<file path="config.mk">
export PLATFORM = sky130hd
export DESIGN_NAME = mem_stage
export DESIGN_NICKNAME = d
export VERILOG_FILES = /design/src/rtl/riscv_pkg.sv /design/src/rtl/lsu_align.sv /design/src/rtl/mem_stage.sv
export SDC_FILE = /design/constraint.sdc
export NUM_CORES = 1
export LEC_CHECK = 0
export ABC_CLOCK_PERIOD_IN_PS = 2350
export CAP_MARGIN = 20
export CORE_UTILIZATION = 40
export CTS_BUF_LIST = sky130_fd_sc_hd__clkbuf_2
export DETAILED_ROUTE_END_ITERATION = 12
export GPL_ROUTABILITY_DRIVEN = 0
export PLACE_DENSITY_LB_ADDON = 0.15
export RECOVER_POWER = 25
export SLEW_MARGIN = 20
export SYNTH_ARGS = -nofsm -noshare
export SYNTH_HDL_FRONTEND = slang
export SYNTH_HIERARCHICAL = 1
export SYNTH_SLANG_ARGS = --single-unit
</file>
<file path="constraint.sdc">
create_clock -name clk -period 2.35 [get_ports clk]
set_clock_uncertainty 0.05 [all_clocks]
set_input_delay 0.47 -clock clk [delete_from_list [all_inputs] [get_ports clk]]
set_output_delay 0.47 -clock clk [all_outputs]
set_load 0.1 [all_outputs]
</file>
<file path="src/rtl/riscv_pkg.sv">
// riscv_pkg: shared encodings for the RV32 memory stage
//   funct3 load/store encodings, access-size field values, writeback mux
//   selects, and the bus-access FSM state type.
package riscv_pkg;
    localparam logic [2:0] F3_LB  = 3'b000;
    localparam logic [2:0] F3_LH  = 3'b001;
    localparam logic [2:0] F3_LW  = 3'b010;
    localparam logic [2:0] F3_LBU = 3'b100;
    localparam logic [2:0] F3_LHU = 3'b101;
    localparam logic [1:0] SZ_BYTE = 2'b00;
    localparam logic [1:0] SZ_HALF = 2'b01;
    localparam logic [1:0] RES_ALU = 2'b00;
    localparam logic [1:0] RES_MEM = 2'b01;
    localparam logic [1:0] RES_PC4 = 2'b10;
    typedef enum logic [1:0] {IDLE, WAIT, ABORT} mem_state_t;
endpackage

</file>
<file path="src/rtl/lsu_align.sv">
// lsu_align: combinational byte-lane alignment for loads and stores
//   in  funct3      access size (bits 1:0) and unsigned flag (bit 2)
//   in  addr        low two address bits
//   in  wdata       raw store data
//   in  rdata       raw bus read data
//   out be          byte enables
//   out store_data  store data replicated across lanes
//   out load_data   selected lane, sign- or zero-extended
//   out misalign    access not naturally aligned for its size
module lsu_align
    import riscv_pkg::*;
(
    input  logic [2:0]  funct3,
    input  logic [1:0]  addr,
    input  logic [31:0] wdata,
    input  logic [31:0] rdata,
    output logic [3:0]  be,
    output logic [31:0] store_data,
    output logic [31:0] load_data,
    output logic        misalign
);
    logic        is_h;
    logic        is_w;
    logic        sext;
    logic [31:0] lane;
    assign is_h       = funct3[1:0] == SZ_HALF;
    assign is_w       = funct3[1];
    assign sext       = !funct3[2];
    assign misalign   = (is_h && addr[0]) || (is_w && addr != 2'b00);
    assign be         = is_w ? 4'b1111 : is_h ? 4'b0011 << addr : 4'b0001 << addr;
    assign store_data = is_w ? wdata : is_h ? {2{wdata[15:0]}} : {4{wdata[7:0]}};
    // Shift the addressed lane down to bit 0 before extending.
    assign lane       = rdata >> {addr, 3'b000};
    assign load_data  = is_w ? lane
                      : is_h ? {{16{lane[15] & sext}}, lane[15:0]}
                      : {{24{lane[7] & sext}}, lane[7:0]};
endmodule

</file>
<file path="src/rtl/mem_stage.sv">
// mem_stage: RV32 memory-access stage with EX/MEM and MEM/WB registers
//   in  clk, reset (sync, active-low)
//   in  *E          execute-stage control and data
//   out RegWriteM, rdM, ALUResultM   EX/MEM contents for forwarding
//   out StallM      freezes upstream while a bus access waits
//   out dmem_*      data-memory request bus; in dmem_rdata, dmem_ready
//   out *W          MEM/WB contents, MisalignW / BusErrW exception flags
module mem_stage
    import riscv_pkg::*;
#(
    parameter int TIMEOUT_CYC = 16
)(
    input  logic        clk,
    input  logic        reset,
    input  logic        RegWriteE,
    input  logic        MemWriteE,
    input  logic        MemReadE,
    input  logic [1:0]  ResultSrcE,
    input  logic [2:0]  funct3E,
    input  logic [4:0]  rdE,
    input  logic [31:0] ALUResultE,
    input  logic [31:0] WriteDataE,
    input  logic [31:0] PCplus4E,
    output logic        RegWriteM,
    output logic [4:0]  rdM,
    output logic [31:0] ALUResultM,
    output logic        StallM,
    output logic        dmem_req,
    output logic        dmem_we,
    output logic [31:0] dmem_addr,
    output logic [3:0]  dmem_be,
    output logic [31:0] dmem_wdata,
    input  logic [31:0] dmem_rdata,
    input  logic        dmem_ready,
    output logic        RegWriteW,
    output logic [1:0]  ResultSrcW,
    output logic [4:0]  rdW,
    output logic [31:0] ALUResultW,
    output logic [31:0] ReadDataW,
    output logic [31:0] PCplus4W,
    output logic        MisalignW,
    output logic        BusErrW
);
    logic        MemWriteM;
    logic        MemReadM;
    logic [1:0]  ResultSrcM;
    logic [2:0]  funct3M;
    logic [31:0] WriteDataM;
    logic [31:0] PCplus4M;
    logic [31:0] load_data;
    logic        misalign;
    logic        memop;
    logic        bad_align;
    logic        abort;
    mem_state_t  state;
    logic [7:0]  cnt;

    lsu_align u_align (
        .funct3     (funct3M),
        .addr       (ALUResultM[1:0]),
        .wdata      (WriteDataM),
        .rdata      (dmem_rdata),
        .be         (dmem_be),
        .store_data (dmem_wdata),
        .load_data  (load_data),
        .misalign   (misalign)
    );

    assign memop     = MemReadM || MemWriteM;
    assign bad_align = misalign && memop;
    assign abort     = state == ABORT;
    // Request is combinational from EX/MEM so a zero-wait access completes in its first M cycle.
    assign dmem_req  = memop && !misalign && !abort;
    assign StallM    = dmem_req && !dmem_ready;
    assign dmem_we   = MemWriteM;
    assign dmem_addr = {ALUResultM[31:2], 2'b00};

    always_ff @(posedge clk) begin
        if (!reset) begin
            RegWriteM  <= 1'b0;
            MemWriteM  <= 1'b0;
            MemReadM   <= 1'b0;
            ResultSrcM <= '0;
            funct3M    <= '0;
            rdM        <= '0;
            ALUResultM <= '0;
            WriteDataM <= '0;
            PCplus4M   <= '0;
        end else if (!StallM) begin
            RegWriteM  <= RegWriteE;
            MemWriteM  <= MemWriteE;
            MemReadM   <= MemReadE;
            ResultSrcM <= ResultSrcE;
            funct3M    <= funct3E;
            rdM        <= rdE;
            ALUResultM <= ALUResultE;
            WriteDataM <= WriteDataE;
            PCplus4M   <= PCplus4E;
        end
    end

    // cnt counts stalled cycles of the current access; the access is
    // dropped once it has stalled TIMEOUT_CYC cycles.
    always_ff @(posedge clk) begin
        if (!reset) begin
            state <= IDLE;
            cnt   <= '0;
        end else begin
            case (state)
                IDLE: if (StallM) begin
                    state <= WAIT;
                    cnt   <= 8'd1;
                end
                WAIT: if (dmem_ready) begin
                    state <= IDLE;
                    cnt   <= '0;
                end else begin
                    cnt   <= cnt + 8'd1;
                    state <= (cnt + 8'd1 == 8'(TIMEOUT_CYC)) ? ABORT : WAIT;
                end
                default: begin
                    state <= IDLE;
                    cnt   <= '0;
                end
            endcase
        end
    end

    // A stalled cycle writes a bubble; data fields simply hold.
    always_ff @(posedge clk) begin
        if (!reset) begin
            RegWriteW  <= 1'b0;
            ResultSrcW <= '0;
            rdW        <= '0;
            ALUResultW <= '0;
            ReadDataW  <= '0;
            PCplus4W   <= '0;
            MisalignW  <= 1'b0;
            BusErrW    <= 1'b0;
        end else if (StallM) begin
            RegWriteW  <= 1'b0;
            MisalignW  <= 1'b0;
            BusErrW    <= 1'b0;
        end else begin
            RegWriteW  <= RegWriteM && !bad_align && !abort;
            ResultSrcW <= ResultSrcM;
            rdW        <= rdM;
            ALUResultW <= ALUResultM;
            ReadDataW  <= load_data;
            PCplus4W   <= PCplus4M;
            MisalignW  <= bad_align;
            BusErrW    <= abort;
        end
    end
endmodule

</file>
==> results of run 1 <==
-- layout make-up --
cell class                 count  area (µm²)  share of cell area
sequential                   225        4520               0.325
multi-input combinational    853        4360               0.313
timing repair buffer         400        4080               0.293
clock buffer                  82         410              0.0295
tap                          319         399              0.0287
clock inverter                20         115             0.00827
inverter                       3        28.8             0.00207
antenna                        1        2.50            0.000180
-- worst register-to-register path: cells and delay by family (launching register included) --
family                 cells  cell delay, ns
buffers and inverters      5            0.67
and+or+nand+nor            3            0.68
DFF                        1            0.38
AOI/OAI and AO/OA          2            0.31
-- cells in the mapped netlist, types with 2 or more instances --
cell type / count
or2_2: 3
mux2i_1: 24
nor3_1: 2
buf_1: 3
o21ai_0: 27
clkbuf_1: 48
nand4b_1: 2
nor2_1: 10
and4_1: 2
o21bai_1: 2
buf_2: 18
nand2_1: 463
a21oi_1: 230
buf_4: 46
buf_6: 18
dfxtp_1: 225
xor2_1: 2
nand2b_1: 3
or2_0: 6
mux2_2: 24
o31ai_1: 18
nand3_1: 6
nand3b_1: 2
and3_1: 2
nor2b_1: 2
-- cell families after synthesis --
kind of cell | Yosys count
AO/OA/AOI/OAI | 287
adder cells (fa/ha/maj) | 1
other | 1
flip-flops | 225
XOR/XNOR | 2
multiplexers | 49
buffers and inverters | 136
AND/OR/NAND/NOR | 512
-- stage by stage --
step / util / std cells / worst slack, ns
final: 0.595 / 1903 / -0.361
after global routing: 0.595 / 1903 / -0.465
after CTS: 0.587 / 1893 / -0.484
after detailed placement: 0.552 / 1778 / -0.0339
after global placement: 0.552 / 1778 / -0.0236
after floorplan: - / 1214 / -0.281
-- final timing paths --
path | from | endpoint | slack [ns] | cells after the start
setup / recovery | funct3M[1]$_SDFFE_PN0N_ | StallM | -0.36 | 5
hold reg to reg | PCplus4M[17]$_SDFFE_PN0N_ | PCplus4W[17]$_SDFFE_PN0N_ | 0.40 | 2
hold / removal | MemWriteE | dmem_we$_SDFFE_PN0N_ | 0.15 | 3
setup reg to reg | funct3M[1]$_SDFFE_PN0N_ | ALUResultM[0]$_SDFFE_PN0N_ | 0.17 | 10
-- timing repair --
action                                  in CTS  in global routing
hold buffers                                 0                  0
buffers inserted                            10                  9
resized for setup                           33                 20
gates cloned                                 3                  1
pin swaps                                    7                  7
hold endpoints to repair                     0                  0
endpoints found under the setup margin      32                 40
-- layer usage --
layer / global-route usage / share of wire / vias up
met2: 0.391 / 0.49 / 322
met5: 0 / 0 / -
li1: - / - / 4641
met1: 0.282 / 0.42 / 4310
met3: 0.0551 / 0.072 / 43
met4: 0.0747 / 0.019 / 0
-- state kept, by name, summed over array words and instances (netlist names), 3 cells and up --
register,count
ALUResultM,32
ALUResultW,32
PCplus4M,32
PCplus4W,32
ReadDataW,32
WriteDataM,32
cnt,8
rdM,5
rdW,5
funct3M,3
-- power groups by stage --
stage | Clock (W) | Sequential, W | Combinational, W
detailed placement | 0 | 0.00437 | 0.00403
global route | 0.00300 | 0.00433 | 0.00434
floorplan | 0 | 0.00563 | 0.00175
finish | 0.00267 | 0.00429 | 0.00417
CTS | 0.00279 | 0.00429 | 0.00413
global placement | 0 | 0.00436 | 0.00402
==> metrics.md, run 1 <==
| Metric | Value |
|---|---|
| Final HPWL DP | `19,300 µm` |
| Commonest non-fill, non-tap cells in the layout | `nand2_1 (462), a21oi_1 (229), dfxtp_1 (221)` |
| Maximum root-to-sink buffer count | `3` |
| Cell Pwr Density | `around 800 nW/µm²` |
| Startpoint Class | `flip-flop` |
| Synthesized instance count | `1,213` |
| Post-route setup TNS | `-6.49 ns` |
| Pleak | `between 5 and 6 nW` |
| Total grt overflow | `0` |
| Slew margin rel. | `0.458` |
| Core footprint | `approximately 23,000 µm²` |
| Number of buffers added on ports | `~360` |
| Area Growth Syn to Fin | `46.3%` |
| Clock group share of total power | `0.240` |
| Top Ports | `359` |
| Die X | `156 µm` |
| Failing checks | `negative setup slack` |
| Tmin final | `roughly 2.7 ns` |
| Slew @ Worst Pin | `about 0.81 ns` |
| Max Cap Viol | `0` |
| Drt initial violations | `between 500 and 600` |
| Synth Area in XOR/XNOR | `0.00184` |
| Vias in the first global route | `between 8,000 and 9,000` |
| Later-pin clock latency in the skew report | `around 0.81 ns` |
| Largest net degree at the start of global routing | `134` |
| Routed WL | `between 20,000 and 30,000 µm` |
| Final period util | `1.15` |
| Simple-Gate Fraction of Synth Area | `0.214` |
| CTS tree | `yes` |
| Post-synth top area share | `0.473` |
| Comb pwr share | `0.374` |
| EDFF count, synth | `0` |
| CP max stage cell | `or4_4` |
| Part of the power in registers | `0.385` |
| Placed cell area | `~13,000 µm²` |
| Nets@finish | `approximately 1,700` |
| Seq/Total Area, Yosys | `0.473` |
| Top FF cell, synth | `dfxtp_1` |
| Commonest non-fill, non-tap cell in the layout | `nand2_1` |
| Crit path required time | `around 1.8 ns` |
| Root Buffer | `clkbuf_2` |
| Worst hold path type | `input pin to flip-flop` |
| Drt drc | `0` |
| Worst hold slack | `between 0.15 and 0.2 ns` |
| CTS Sinks | `between 200 and 250` |
| H-tree Lvls | `2` |
| Slew Viols, Final | `0` |
| Row cnt | `56` |
| Largest delay contributor family on the critical path | `simple AND/OR/NAND/NOR gates` |
| Max VDD drop | `approximately 0.43 mV` |
| Setup violators final | `30` |
| Ys async rst share | `0` |
| DIE AREA | `approximately 24,000 µm²` |
| Fin worst setup slack | `-0.361 ns` |
| Critical path, cell by cell | `a21oi_4, nor2_4, or4_4, clkinv_8, buf_16` |
| Unrepaired setup endpoints after global routing | `true` |
| Routed wire per std cell | `around 15 µm` |
| Maximum net fanout on the critical path | `4` |
| Drt first pass iters | `5` |
| Clock-pin slew on the worst setup and hold paths | `roughly 0.12 ns` |
| Slowest stage delay, CP | `approximately 0.56 ns` |
| Mux contribution to synthesized area | `0.0560` |
| Worst Path Buf+Inv | `2` |
| Num CTS Buffers | `58` |
| Compound-Gate Fraction of Synth Area | `0.164` |
| Power Total | `between 0.01 and 0.015 W` |
| Antenna violations before repair | `1` |
| First-pass GRT wire length | `44,700 µm` |
| Worst setup EP type | `output port` |
| Cell-internal power | `approximately 0.0063 W` |
| Combinational family with the most area after synthesis | `simple AND/OR/NAND/NOR gates` |
| WP data arrival | `2.19 ns` |
| Gr usage total | `0.229` |
| Maximum clock rate | `around 370 MHz` |
| Switching power | `roughly 0.0048 W` |
| Die Y | `156 µm` |
| Top area cells in the synthesized netlist | `dfxtp_1 (47%), nand2_1 (18%), a21oi_1 (12%)` |
| Via density per instance | `roughly 5` |
| Antenna Nets Post-Route | `0` |
| Yosys reg bits | `about 230` |
| Adder-Cell Fraction of Synth Area | `0.00131` |
| Layout cells sized above 1 | `0.259` |
| Status | `complete, but fails checks` |
| Synth unique cells | `50` |
| Sw frac | `0.430` |
| Synth area leader | `dfxtp_1` |
| Fin area | `between 10,000 and 15,000 µm²` |
| Mapped Area | `between 9000 and 10,000 µm²` |
| Starting density of the core | `0.407` |
| Layout fillers | `about 2,200` |
| Crit path kind | `flip-flop to output port` |
| Vias | `about 9,300` |
| Synth Warn # | `6` |
| Fin. Hold Viols | `0` |
| Synthesized area per cell | `7.84 µm²` |
No activity file was read; power rests on OpenSTA's default activity.
==> run 2: changes to the inputs <==
--- a/config.mk
+++ b/config.mk
@@ -5,7 +5,7 @@
 export SDC_FILE = /design/constraint.sdc
 export NUM_CORES = 1
 export LEC_CHECK = 0
-export ABC_CLOCK_PERIOD_IN_PS = 2350
+export ABC_CLOCK_PERIOD_IN_PS = 3500
 export CAP_MARGIN = 20
 export CORE_UTILIZATION = 40
 export CTS_BUF_LIST = sky130_fd_sc_hd__clkbuf_2
==> constraint.sdc (replaced) <==
create_clock -name clk -period 3.5 [get_ports clk]
set_clock_uncertainty 0.05 [all_clocks]
set_input_delay 0.7 -clock clk [delete_from_list [all_inputs] [get_ports clk]]
set_output_delay 0.7 -clock clk [all_outputs]
set_load 0.1 [all_outputs]
==> run 2 against run 1 <==
Compared with the run above:
- the flow finishes with violations (max-capacitance violations, max-slew violations)
- utilization decreased by 4.2 points
- count of clock-buffer cells in the layout increased by 4
- hold slack improved by 0.20 ns
- largest cell class unchanged
- sequential share of layout area increased by 2.4 points
- largest power group unchanged
- routed wire length decreased by 5.0%
- clock power decreased by 34%
- sequential power decreased by 33%
- first-iteration DRC count decreased by 8.7%
- critical path depth decreased by 4
- non-clock buffer count decreased by 34
==> metrics.md, run 2 (same netlist as run 1, synthesis figures left out) <==
| Metric | Value |
|---|---|
| Placed cell area | `between 10,000 and 15,000 µm²` |
| Slew @ Worst Pin | `2.51 ns` |
| FF-to-FF End | `rdM[1]$_SDFFE_PN0N_` |
| Max VDD drop | `around 0.27 mV` |
| Postcts setup bufs | `0` |
| Failing checks | `max-capacitance violations, max-slew violations` |
| CP max stage cell | `clkdlybuf4s50_1` |
| Drt initial violations | `between 500 and 600` |
| Startpoint Class | `flip-flop` |
| Post-route setup TNS | `0 ns` |
| Area Growth Syn to Fin | `36.0%` |
| Vias in the first global route | `between 8,000 and 9,000` |
| Root Buffer | `clkbuf_2` |
| Met2 Use GR | `0.341` |
| Cell Pwr Density | `around 560 nW/µm²` |
| Slew Viols, Final | `between 200 and 300` |
| Clock-pin slew on the worst setup and hold paths | `~0.1 ns` |
| Min-Delay Startpoint | `PCplus4E[13]` |
| # hold bufs at CTS | `0` |
| Routed wire per std cell | `approximately 15 µm` |
| Row cnt | `between 50 and 60` |
| Largest net degree at the start of global routing | `roughly 210` |
| First-pass GRT wire length | `about 42,000 µm` |
| Hold worst-path end | `PCplus4M[13]$_SDFFE_PN0N_` |
| Worst hold slack | `0.355 ns` |
| Layout fillers | `2,342` |
| Total grt overflow | `0` |
| CTS tree | `yes` |
| Largest delay contributor family on the critical path | `buffers and inverters` |
| Reg2Reg Depth | `7` |
| Slew margin rel. | `-0.673` |
| Pleak | `slightly above 5 nW` |
| Unrepaired setup endpoints after global routing | `false` |
| Antenna violations before repair | `1` |
| Final period util | `0.902` |
| Die X | `about 160 µm` |
| H-tree Lvls | `2` |
| Maximum clock rate | `about 320 MHz` |
| Max Cap Viol | `2` |
| Num CTS Buffers | `60` |
| Top Ports | `between 300 and 400` |
| Drt drc | `0` |
| Worst Path Buf+Inv | `1` |
| Multi-input logic area | `~4200 µm²` |
| Worst hold path type | `input pin to flip-flop` |
| Fin. Hold Viols | `0` |
| Commonest non-fill, non-tap cells in the layout | `nand2_1 (463), clkdlybuf4s50_1 (245), a21oi_1 (230)` |
| Grt met3 use | `0.0737` |
| CTS Sinks | `roughly 230` |
| Critical R2R Launch | `funct3M[1]$_SDFFE_PN0N_` |
| Commonest non-fill, non-tap cell in the layout | `nand2_1` |
| Maximum net fanout on the critical path | `4` |
| Setup violators final | `0` |
| Starting density of the core | `0.407` |
| Placed Instances | `~1,800` |
| Via density per instance | `4.83` |
| Vias | `9,021` |
| Crit path required time | `between 2 and 3 ns` |
| Slowest stage delay, CP | `approximately 1.2 ns` |
| Routed WL | `between 20,000 and 30,000 µm` |
| Post-CTS sizing | `0` |
| Critical path, cell by cell | `clkdlybuf4s50_1` |
| Maximum root-to-sink buffer count | `3` |
| Power Total | `around 0.0072 W` |
| Worst setup EP type | `output port` |
| Antenna Nets Post-Route | `0` |
| Final std cells w/o fill | `around 1,900` |
| Register Area | `roughly 4500 µm²` |
| Layout cells sized above 1 | `0.129` |
| DIE AREA | `24,400 µm²` |
| Met1 Use GR | `0.275` |
| Worst hold stages | `3` |
| Top Usage Layer GRT | `met2` |
| Drt first pass iters | `5` |
| Later-pin clock latency in the skew report | `between 0.8 and 0.9 ns` |
| Tmin final | `approximately 3.2 ns` |
| Number of buffers added on ports | `about 360` |
| Fin area | `around 13,000 µm²` |
| Status | `complete, but fails checks` |
| Nets@finish | `about 1,700` |
| WP data arrival | `around 2.4 ns` |
| Gr usage total | `0.217` |
| Core footprint | `approximately 23,000 µm²` |
| Die Y | `156 µm` |
| Crit path kind | `flip-flop to output port` |
| Flop-to-flop setup slack | `between 0.4 and 0.5 ns` |
| Final HPWL DP | `~18,000 µm` |
run 2: power by group:
| group | internal, W | leakage, nW | switching (W) |
|---|---|---|---|
| clock network | 0.000723 | 0.398 | 0.00105 |
| logic | 0.000613 | 2.88 | 0.00195 |
| registers | 0.00275 | 1.86 | 0.000117 |
run 2: how the worst max path moves through the flow:
stage,start,to,slack (ns),depth (start not counted)
after floorplan,ALUResultM[0]$_SDFFE_PN0N_,dmem_be[2],-0.31,6
after global placement,dmem_ready,ALUResultW[25]$_SDFFE_PN0N_,0.66,6
after detailed placement,dmem_ready,ALUResultW[29]$_SDFFE_PN0N_,0.65,6
after CTS,funct3M[1]$_SDFFE_PN0N_,dmem_wdata[15],0.23,4
after global routing,funct3M[1]$_SDFFE_PN0N_,PCplus4M[4]$_SDFFE_PN0N_,0.15,7
final,ALUResultM[25]$_SDFFE_PN0N_,ALUResultM[25],0.34,1
run 2: cell type report:
cell class,count,share of cell area
Clock inverter,13,0.00600
Clock buffer,86,0.0333
Inverter,3,0.00164
Timing Repair Buffer,366,0.256
Antenna cell,1,0.000193
Tap cell,319,0.0309
Sequential cell,225,0.348
Multi-Input combinational cell,853,0.324
run 2: routing by layer:
layer	routed length (µm)	part of all wire	vias to the layer above
met5	0	0	-
met4	597	0.021	0
met3	2480	0.089	49
met2	12600	0.45	318
met1	12100	0.44	4084
li1	-	-	4570
run 2: per-stage QoR:
step                setup slack, ns  utilization
global route                  0.150        0.553
finish                        0.343        0.553
global placement              0.658        0.540
floorplan                    -0.311            -
detailed placement            0.646        0.540
CTS                           0.234        0.562
